**config.mk**
```make
export PLATFORM = sky130hd
export DESIGN_NAME = pipe_ctrl
export DESIGN_NICKNAME = d
export VERILOG_FILES = /design/src/rtl/pipe_ctrl.sv
export SDC_FILE = /design/constraint.sdc
export NUM_CORES = 1
export LEC_CHECK = 0
export BUFFER_PORTS_ARGS = -buffer_cell sky130_fd_sc_hd__buf_2
export CAP_MARGIN = 20
export CORE_AREA = 3 3 52 54
export DETAILED_ROUTE_END_ITERATION = 8
export DIE_AREA = 0 0 55 57
export GPL_ROUTABILITY_DRIVEN = 0
export PLACE_DENSITY_LB_ADDON = 0.1
export SYNTH_ARGS = -nofsm -noshare
export SYNTH_HDL_FRONTEND = slang
export SYNTH_SLANG_ARGS = --single-unit
export TNS_END_PERCENT = 100
```
**constraint.sdc**
```tcl
create_clock -name clk -period 2 [get_ports clk]
set_clock_uncertainty 0.1 [all_clocks]
set_input_delay 0.2 -clock clk [delete_from_list [all_inputs] [get_ports clk]]
set_output_delay 0.2 -clock clk [all_outputs]
set_load 0.1 [all_outputs]
```
**src/rtl/pipe_ctrl.sv**
```systemverilog
// pipe_ctrl
// Hazard and interrupt-entry controller for a five-stage in-order pipeline.
// Resolves, in priority order: reset, data-memory stall (whole pipe freezes),
// taken branch (flush IF/ID and ID/EX), interrupt entry, and load-use stall.
// Interrupt entry drains the pipe for three cycles, pushes PC then flags,
// and finally selects the vector while acknowledging the interrupt.
//
// Ports
//   clk                        rising-edge clock
//   rst                        synchronous active-high reset
//   id_src1, id_src2           ID-stage source register numbers
//   id_use_src1, id_use_src2   the matching source field is really read
//   ex_mem_read, ex_dest       EX-stage load flag and its destination register
//   branch_taken               branch/jump resolved taken in EX this cycle
//   mem_stall                  data memory busy, freeze everything
//   int_req                    external interrupt request (pulse or level)
//   pc_write_en, ifid_write_en, exmem_write_en   pipeline register enables
//   ifid_flush, idex_flush     bubble insertion into IF/ID and ID/EX
//   push_pc, push_flags        interrupt context-save strobes
//   pc_sel_vector, int_ack     vector select and interrupt acknowledge
//   state                      current controller state (debug)
module pipe_ctrl (
  input  logic       clk,
  input  logic       rst,
  input  logic [2:0] id_src1,
  input  logic [2:0] id_src2,
  input  logic       id_use_src1,
  input  logic       id_use_src2,
  input  logic       ex_mem_read,
  input  logic [2:0] ex_dest,
  input  logic       branch_taken,
  input  logic       mem_stall,
  input  logic       int_req,
  output logic       pc_write_en,
  output logic       ifid_write_en,
  output logic       exmem_write_en,
  output logic       ifid_flush,
  output logic       idex_flush,
  output logic       push_pc,
  output logic       push_flags,
  output logic       pc_sel_vector,
  output logic       int_ack,
  output logic [2:0] state
);

  typedef enum logic [2:0] {
    ST_RUN        = 3'd0,
    ST_DRAIN      = 3'd1,
    ST_PUSH_PC    = 3'd2,
    ST_PUSH_FLAGS = 3'd3,
    ST_VECTOR     = 3'd4
  } state_e;

  state_e     state_r;
  state_e     state_nxt_s;
  logic       pending_r;
  logic       pending_nxt_s;
  logic [1:0] cnt_r;
  logic [1:0] cnt_nxt_s;
  logic       load_use_s;

  // Load-use hazard: EX holds a load whose destination an ID operand really reads.
  always_comb begin
    load_use_s = ex_mem_read &
                 ((id_use_src1 & (id_src1 == ex_dest)) |
                  (id_use_src2 & (id_src2 == ex_dest)));
  end

  // Output decode and next-state logic for the hazard/interrupt sequencer.
  always_comb begin
    pc_write_en    = 1'b1;
    ifid_write_en  = 1'b1;
    exmem_write_en = 1'b1;
    ifid_flush     = 1'b0;
    idex_flush     = 1'b0;
    push_pc        = 1'b0;
    push_flags     = 1'b0;
    pc_sel_vector  = 1'b0;
    int_ack        = 1'b0;
    state_nxt_s    = state_r;
    cnt_nxt_s      = cnt_r;
    // A request is latched on every cycle, including stalled ones.
    pending_nxt_s  = pending_r | int_req;

    if (rst) begin
      pc_write_en    = 1'b0;
      ifid_write_en  = 1'b0;
      exmem_write_en = 1'b0;
      ifid_flush     = 1'b1;
      idex_flush     = 1'b1;
      state_nxt_s    = ST_RUN;
      cnt_nxt_s      = 2'd0;
      pending_nxt_s  = 1'b0;
    end else if (mem_stall) begin
      // Whole pipeline frozen: no enables, no flushes, no strobes, state held.
      pc_write_en    = 1'b0;
      ifid_write_en  = 1'b0;
      exmem_write_en = 1'b0;
      if (state_r > ST_VECTOR) begin
        state_nxt_s = ST_RUN;
      end else begin
        state_nxt_s = state_r;
      end
    end else begin
      case (state_r)
        ST_RUN: begin
          if (branch_taken) begin
            // Branch wins; an arriving request stays pending for next cycle.
            ifid_flush = 1'b1;
            idex_flush = 1'b1;
          end else if (pending_r | int_req) begin
            pc_write_en   = 1'b0;
            ifid_write_en = 1'b0;
            ifid_flush    = 1'b1;
            idex_flush    = 1'b1;
            cnt_nxt_s     = 2'd2;
            state_nxt_s   = ST_DRAIN;
            // Clearing on entry loses to a request in the same cycle.
            pending_nxt_s = int_req;
          end else if (load_use_s) begin
            pc_write_en   = 1'b0;
            ifid_write_en = 1'b0;
            idex_flush    = 1'b1;
          end else begin
            state_nxt_s = ST_RUN;
          end
        end
        ST_DRAIN: begin
          pc_write_en   = 1'b0;
          ifid_write_en = 1'b0;
          ifid_flush    = 1'b1;
          idex_flush    = 1'b1;
          // cnt counts 2,1,0 so DRAIN lasts three cycles.
          if (cnt_r == 2'd0) begin
            state_nxt_s = ST_PUSH_PC;
          end else begin
            cnt_nxt_s = cnt_r - 2'd1;
          end
        end
        ST_PUSH_PC: begin
          push_pc     = 1'b1;
          pc_write_en = 1'b0;
          ifid_flush  = 1'b1;
          idex_flush  = 1'b1;
          state_nxt_s = ST_PUSH_FLAGS;
        end
        ST_PUSH_FLAGS: begin
          push_flags  = 1'b1;
          pc_write_en = 1'b0;
          ifid_flush  = 1'b1;
          idex_flush  = 1'b1;
          state_nxt_s = ST_VECTOR;
        end
        ST_VECTOR: begin
          pc_sel_vector = 1'b1;
          int_ack       = 1'b1;
          pc_write_en   = 1'b1;
          ifid_flush    = 1'b1;
          idex_flush    = 1'b1;
          state_nxt_s   = ST_RUN;
        end
        default: begin
          state_nxt_s = ST_RUN;
        end
      endcase
    end
  end

  // State, drain counter and pending-interrupt registers.
  always_ff @(posedge clk) begin
    if (rst) begin
      state_r   <= ST_RUN;
      cnt_r     <= 2'd0;
      pending_r <= 1'b0;
    end else begin
      state_r   <= state_nxt_s;
      cnt_r     <= cnt_nxt_s;
      pending_r <= pending_nxt_s;
    end
  end

  assign state = state_r;

endmodule

```
==> run summary, run 1 <==
- arrival time worst endpoint: 1.63 ns
- crit-path max cell delay: 0.37 ns
- number of hold-repair buffers added at the cts stage: 0
- wire length of the first global-routing pass: 2.64 mm
- maximum VDD drop: 0.245 mV
- Syn. warnings: 0
- number of CTS-inserted buffers: 3
- initial antenna violation count: 0
- height of the die: 57 um
- end of the worst hold path: pending_r$_SDFF_PP0_
- average size of a mapped cell: 7.37 um2
- highest clock frequency the design can meet: 518 MHz
- total wire length: 1.64 mm
- count of different cell masters after synthesis: 33
- maximum number of pins on one net before global-route repair: 15
- RSZ-0062 raised after global routing: no
- total cell area at the placement stage: 852 um2
- detailed-route wire length per cell: 12.4 um
- post-route minimum period: 1.93 ns
- post-route cell area: 901 um2
- Vias per Instance: 4.71
- post-synthesis instance area: 546 um2
- Min-Delay Path Class: in -> reg
- Clock Pin Slew Worst Setup and Hold Paths: 0.06 ns
- worst path cell trace: or3_4 -> o22ai_4 -> o21bai_4 -> a41o_4 -> buf_12
- number of buffers and inverters on the critical path: 1
- maximum capacitance violations: 0
- area share of the leading cell type in the synthesized netlist: 0.220
- Most used DFF post-synth: sky130_fd_sc_hd__dfxtp_1
- estimated wirelength of the detail-placed design: 1.29 mm
- TritonCTS clock tree: built
- P_leak: 0.369 nW
- aggregate global routing overflow: 0
- count of standard-cell rows: 17
- Worst setup SP type: flop
- cell types occupying the most area after synthesis: sky130_fd_sc_hd__dfxtp_1 (22%), sky130_fd_sc_hd__xnor2_1 (9.6%), sky130_fd_sc_hd__nor2_1 (6.2%)
- cell depth of the worst min-delay path: 3
- pwr dens: 486 nW/um2
- area used by multi-input combinational logic: 464 um2
- Synth Register Bits: 6
- number of buffers between clock root and the deepest sink: 2
- post-cts sizing count: 0
- start point of the worst hold path: int_req
- core region area: 2250 um2
- number of cells on the worst reg-to-reg path: 5
- drt first-iter violations: 5
- sequential cell area: 131 um2
- insertion delay of the later-clocked pin in the worst-skew pair: 0.26 ns
- count of flip-flops with a built-in enable after synthesis: 0
- crit end category: output port
- number of port buffers: 28
- critical register-to-register path endpoint: cnt_r[0]$_SDFFE_PP0P_
- share of the clock period used by the worst path after layout: 0.966
- post-CTS setup repair buffer count: 0
- Fin. Hold Viols: 0
- Slowest-stage cell, CP: sky130_fd_sc_hd__dfxtp_4
- final net count: 123
- count of filler cells inserted in the layout: 246
- PnR Total Power: 438 uW
- I/O pin cnt: 29
- Tightest Pin Transition: 0.486 ns
- gate count after technology mapping: 74
- all-layer global routing usage: 0.115
- Via Count: 622
- htree depth: 1
- post-synthesis net count: 92
- Die Area: 3140 um2
- status: finished, final reports clean
- data required time of the critical path: 1.70 ns
- number of diodes: 0
- effective utilization at floorplan: 0.242
- Worst R2R Start: state[0]$_SDFFE_PP0P_
- CP max FO: 7
- sequential cell area fraction in the yosys report: 0.220
- via count of the first global-routing pass: 594
- remaining number of nets flagged by the antenna check after routing: 0
- area added between synthesis and finish: 65.1%
- CTS Sinks: 6
- async set-reset flop share out of synthesis: 0
- Remaining DRCs: 0
- kind of cell with the highest combined delay on the critical path: compound AO/OA/AOI/OAI gates
- tightest slew margin relative to the limit: 0.678
- width of the die: 55 um
- detailed-router iteration count before antenna repair: 4
- kind of critical path: reg -> out
- final number of max-transition violations: 0
- root buffer cell: sky130_fd_sc_hd__clkbuf_4
- setup-violating endpoint count in the final report: 0
- ratio of cells with drive above 1 in the final layout: 0.510
- r2r setup slk: 0.52 ns
- most area-hungry cell type in the Yosys netlist: sky130_fd_sc_hd__dfxtp_1
logic make-up (layout without fill, tap and decap cells):
kind of cell,count (synthesis),after routing,share of synthesized area
AOI/OAI and AO/OA,17,17,0.234
xor gates and xnor gates,6,6,0.0963
adders and majority gates,1,1,0.0229
buffers and inverters,9,39,0.0894
DFF,6,6,0.220
muxes,1,1,0.0183
and+or+nand+nor,34,34,0.319
placed cells by master, fill, tap and decap left out, types with 2 or more instances in the layout:
cell / instances
sky130_fd_sc_hd__xnor2_1: 6
sky130_fd_sc_hd__nand2_1: 4
sky130_fd_sc_hd__buf_4: 4
sky130_fd_sc_hd__buf_2: 24
sky130_fd_sc_hd__nor2b_1: 2
sky130_fd_sc_hd__inv_1: 2
sky130_fd_sc_hd__nand4_1: 2
sky130_fd_sc_hd__nand3_1: 3
sky130_fd_sc_hd__buf_12: 4
sky130_fd_sc_hd__nor3_1: 3
sky130_fd_sc_hd__dfxtp_4: 3
sky130_fd_sc_hd__nor2_1: 6
sky130_fd_sc_hd__dfxtp_1: 3
sky130_fd_sc_hd__clkbuf_4: 3
sky130_fd_sc_hd__nor2_4: 3
sky130_fd_sc_hd__nand2b_1: 3
sky130_fd_sc_hd__a21oi_1: 6
metrics by stage:
stage	cells	TNS, ns	util	setup WS (ns)	hold WS, ns
2_1_floorplan	74	-0.149	-	-0.138	0.217
3_3_place_gp	125	0	0.378	0.296	0.347
3_5_place_dp	125	0	0.378	0.311	0.356
4_1_cts	129	0	0.390	0.0243	0.107
5_1_grt	132	0	0.400	0.00311	0.120
6_report	132	0	0.400	0.0686	0.102
cells in the mapped netlist (2+ instances only):
master                     number
sky130_fd_sc_hd__nand2b_1       3
sky130_fd_sc_hd__nand4_1        2
sky130_fd_sc_hd__inv_1          3
sky130_fd_sc_hd__nor3b_1        2
sky130_fd_sc_hd__xnor2_1        6
sky130_fd_sc_hd__nor2_1         9
sky130_fd_sc_hd__nor3_1         4
sky130_fd_sc_hd__nor2b_1        2
sky130_fd_sc_hd__buf_2          2
sky130_fd_sc_hd__nand3_1        3
sky130_fd_sc_hd__dfxtp_1        6
sky130_fd_sc_hd__a21oi_1        6
sky130_fd_sc_hd__nand2_1        6
per-layer routing:
layer  wire length [um]  global-route usage  vias to the layer above
met5                  0                   0                        -
met4                  0              0.0313                        0
met3                137              0.0339                        0
met2                743               0.176                       18
met1                763               0.155                      284
li1                   -                   -                      320
area by class of cell:
type                    count  area share
repair buffers             32       0.256
well taps                  28      0.0389
inverters                   3      0.0153
flip-flops and latches      6       0.146
multi-input cells          59       0.515
clock buffers               4      0.0292
sequential cells by signal (all words and copies together) (netlist names):
signal	flops
cnt_r	2
pending_r	1
state	3
worst max path at each step:
stage                          startpoint    endpoint  slack (ns)  depth (start not counted)
finish              state[1]$_SDFFE_PP0P_  idex_flush        0.07                          5
global route         pending_r$_SDFF_PP0_  idex_flush       0.003                          6
CTS                 state[1]$_SDFFE_PP0P_  idex_flush        0.02                          5
detailed placement  state[1]$_SDFFE_PP0P_  idex_flush        0.31                          5
global placement    state[1]$_SDFFE_PP0P_  idex_flush        0.30                          5
floorplan           state[1]$_SDFFE_PP0P_  idex_flush       -0.14                          5
worst reg2reg max path: cells and delay by family (launching register included):
kind | cells | cell delay (ns)
buffers and inverters | 1 | 0.19
flip-flops | 1 | 0.33
AO/OA/AOI/OAI | 2 | 0.26
AND/OR/NAND/NOR | 2 | 0.54
where the power goes:
group          switching (mW)  total, mW  internal [mW]
clock network          0.0556      0.132         0.0763
registers             0.00243      0.123          0.121
logic                   0.112      0.183         0.0706
total                   0.170      0.438          0.268
(Power assumes the default switching activity.)
==> run 2, diff against run 1 <==
Settings changed: CORE_AREA 3 3 52 54 to 3 3 60 48, DIE_AREA 0 0 55 57 to 0 0 63 51.
==> run summary, run 2 (synthesis gave the netlist of run 1 again) <==
- status: finished, final reports clean
- estimated wirelength of the detail-placed design: 1.31 mm
- initial antenna violation count: 0
- count of standard-cell rows: 15
- ratio of cells with drive above 1 in the final layout: 0.519
- setup-violating endpoint count in the final report: 0
- maximum VDD drop: 0.241 mV
- share of the clock period used by the worst path after layout: 0.969
- maximum capacitance violations: 0
- tightest slew margin relative to the limit: 0.677
- highest clock frequency the design can meet: 516 MHz
- area used by multi-input combinational logic: 464 um2
- drt first-iter violations: 0
- pwr dens: 466 nW/um2
- detailed-router iteration count before antenna repair: 1
- Worst setup SP type: flop
- CP max FO: 5
- total cell area at the placement stage: 830 um2
- I/O pin cnt: 29
- Via Count: 647
- number of cells on the worst reg-to-reg path: 6
- htree depth: 1
- height of the die: 51 um
- Clock Pin Slew Worst Setup and Hold Paths: 0.04 ns
- via count of the first global-routing pass: 650
- flip-flop count of the largest register after layout: 3
- all-layer global routing usage: 0.116
- effective utilization at floorplan: 0.236
- count of filler cells inserted in the layout: 250
- number of hold-repair buffers added at the cts stage: 0
- most common library cell in the layout ignoring fill and taps: sky130_fd_sc_hd__buf_2
- start point of the worst hold path: int_req
- end of the worst hold path: pending_r$_SDFF_PP0_
- post-route cell area: 921 um2
- wire length of the first global-routing pass: 2.95 mm
- aggregate global routing overflow: 0
- total wire length: 1.66 mm
- final net count: 125
- critical register-to-register path endpoint: cnt_r[0]$_SDFFE_PP0P_
- arrival time worst endpoint: 1.64 ns
- final number of max-transition violations: 0
- sequential cell area: 131 um2
- CTS Sinks: 6
- crit end category: output port
- width of the die: 63 um
- Die Area: 3210 um2
- DP Worst Slack: 0.197 ns
- number of port buffers: 28
- TritonCTS clock tree: built
- insertion delay of the later-clocked pin in the worst-skew pair: 0.25 ns
- post-route minimum period: 1.94 ns
- Tightest Pin Transition: 0.488 ns
- number of diodes: 0
- top library cells by usage in the layout, fill and taps aside: sky130_fd_sc_hd__buf_2 (25), sky130_fd_sc_hd__xnor2_1 (6), sky130_fd_sc_hd__nor2_1 (6), sky130_fd_sc_hd__a21oi_1 (6), sky130_fd_sc_hd__buf_4 (5)
- root buffer cell: sky130_fd_sc_hd__clkbuf_4
- Remaining DRCs: 0
- data required time of the critical path: 1.70 ns
- maximum number of pins on one net before global-route repair: 14
- number of CTS-inserted buffers: 3
- Fin. Hold Viols: 0
- Worst R2R Start: state[0]$_SDFFE_PP0P_
- Vias per Instance: 4.62
- kind of critical path: reg -> out
- cell depth of the worst min-delay path: 3
- number of buffers between clock root and the deepest sink: 2
- core region area: 2310 um2
- r2r setup slk: 0.42 ns
- area added between synthesis and finish: 68.8%
- P_leak: 0.376 nW
- detailed-route wire length per cell: 11.8 um
- remaining number of nets flagged by the antenna check after routing: 0
- Min-Delay Path Class: in -> reg
- final critical-path setup slack: 0.0611 ns
==> run 2: timing repair <==
item                                   CTS  global route
buffers inserted                         0             5
setup endpoints to repair                1             1
pin swaps                                0             2
endpoints found under the hold margin    0             0
resized for setup                        2             2
==> run 2: worst max-delay path by stage <==
stage                           from    endpoint  slack (ns)  depth (start not counted)
6_report       state[0]$_SDFFE_PP0P_  idex_flush        0.06                          5
5_1_grt        state[0]$_SDFFE_PP0P_  idex_flush      -0.004                          5
4_1_cts        state[0]$_SDFFE_PP0P_  idex_flush        0.03                          5
3_5_place_dp   state[0]$_SDFFE_PP0P_  idex_flush        0.20                          5
3_3_place_gp   state[0]$_SDFFE_PP0P_  idex_flush        0.21                          5
2_1_floorplan  state[1]$_SDFFE_PP0P_  idex_flush       -0.14                          5
==> run 2: layout make-up <==
type                    instances  share of cell area
multi-input cells              59               0.504
well taps                      34              0.0462
flip-flops and latches          6               0.143
repair buffers                 34               0.264
inverters                       3              0.0149
clock buffers                   4              0.0285
==> run 2: metal layers <==
layer | share of wire | vias up | global-route usage
met1 | 0.52 | 305 | 0.153
met2 | 0.42 | 14 | 0.175
met5 | 0 | - | 0
met4 | 0 | 0 | 0.0220
met3 | 0.061 | 0 | 0.0527
li1 | - | 328 | -
==> run 2: worst max-delay path: stages, from the launching register on <==
cell and delay [ns]:
sky130_fd_sc_hd__dfxtp_4 0.36, sky130_fd_sc_hd__or3_4 0.39, sky130_fd_sc_hd__o22ai_4 0.15, sky130_fd_sc_hd__o21bai_4 0.09, sky130_fd_sc_hd__a41o_4 0.25, sky130_fd_sc_hd__buf_12 0.16
==> run 2: through the flow <==
stage | total power [mW] | hold WS [ns] | utilization | TNS [ns] | std cells
after floorplan | 0.252 | 0.217 | - | -0.149 | 74
after global routing | 0.458 | 0.127 | 0.399 | -0.00363 | 140
after CTS | 0.428 | 0.0955 | 0.373 | 0 | 135
final | 0.429 | 0.100 | 0.399 | 0 | 140
after detailed placement | 0.298 | 0.354 | 0.359 | 0 | 131
after global placement | 0.298 | 0.345 | 0.359 | 0 | 131
==> run 2: report_power, final <==
| part | internal, mW | leakage [nW] | switching (mW) |
|---|---|---|---|
| registers | 0.121 | 0.0513 | 0.00380 |
| clock network | 0.0758 | 0.0150 | 0.0473 |
| logic | 0.0698 | 0.309 | 0.112 |
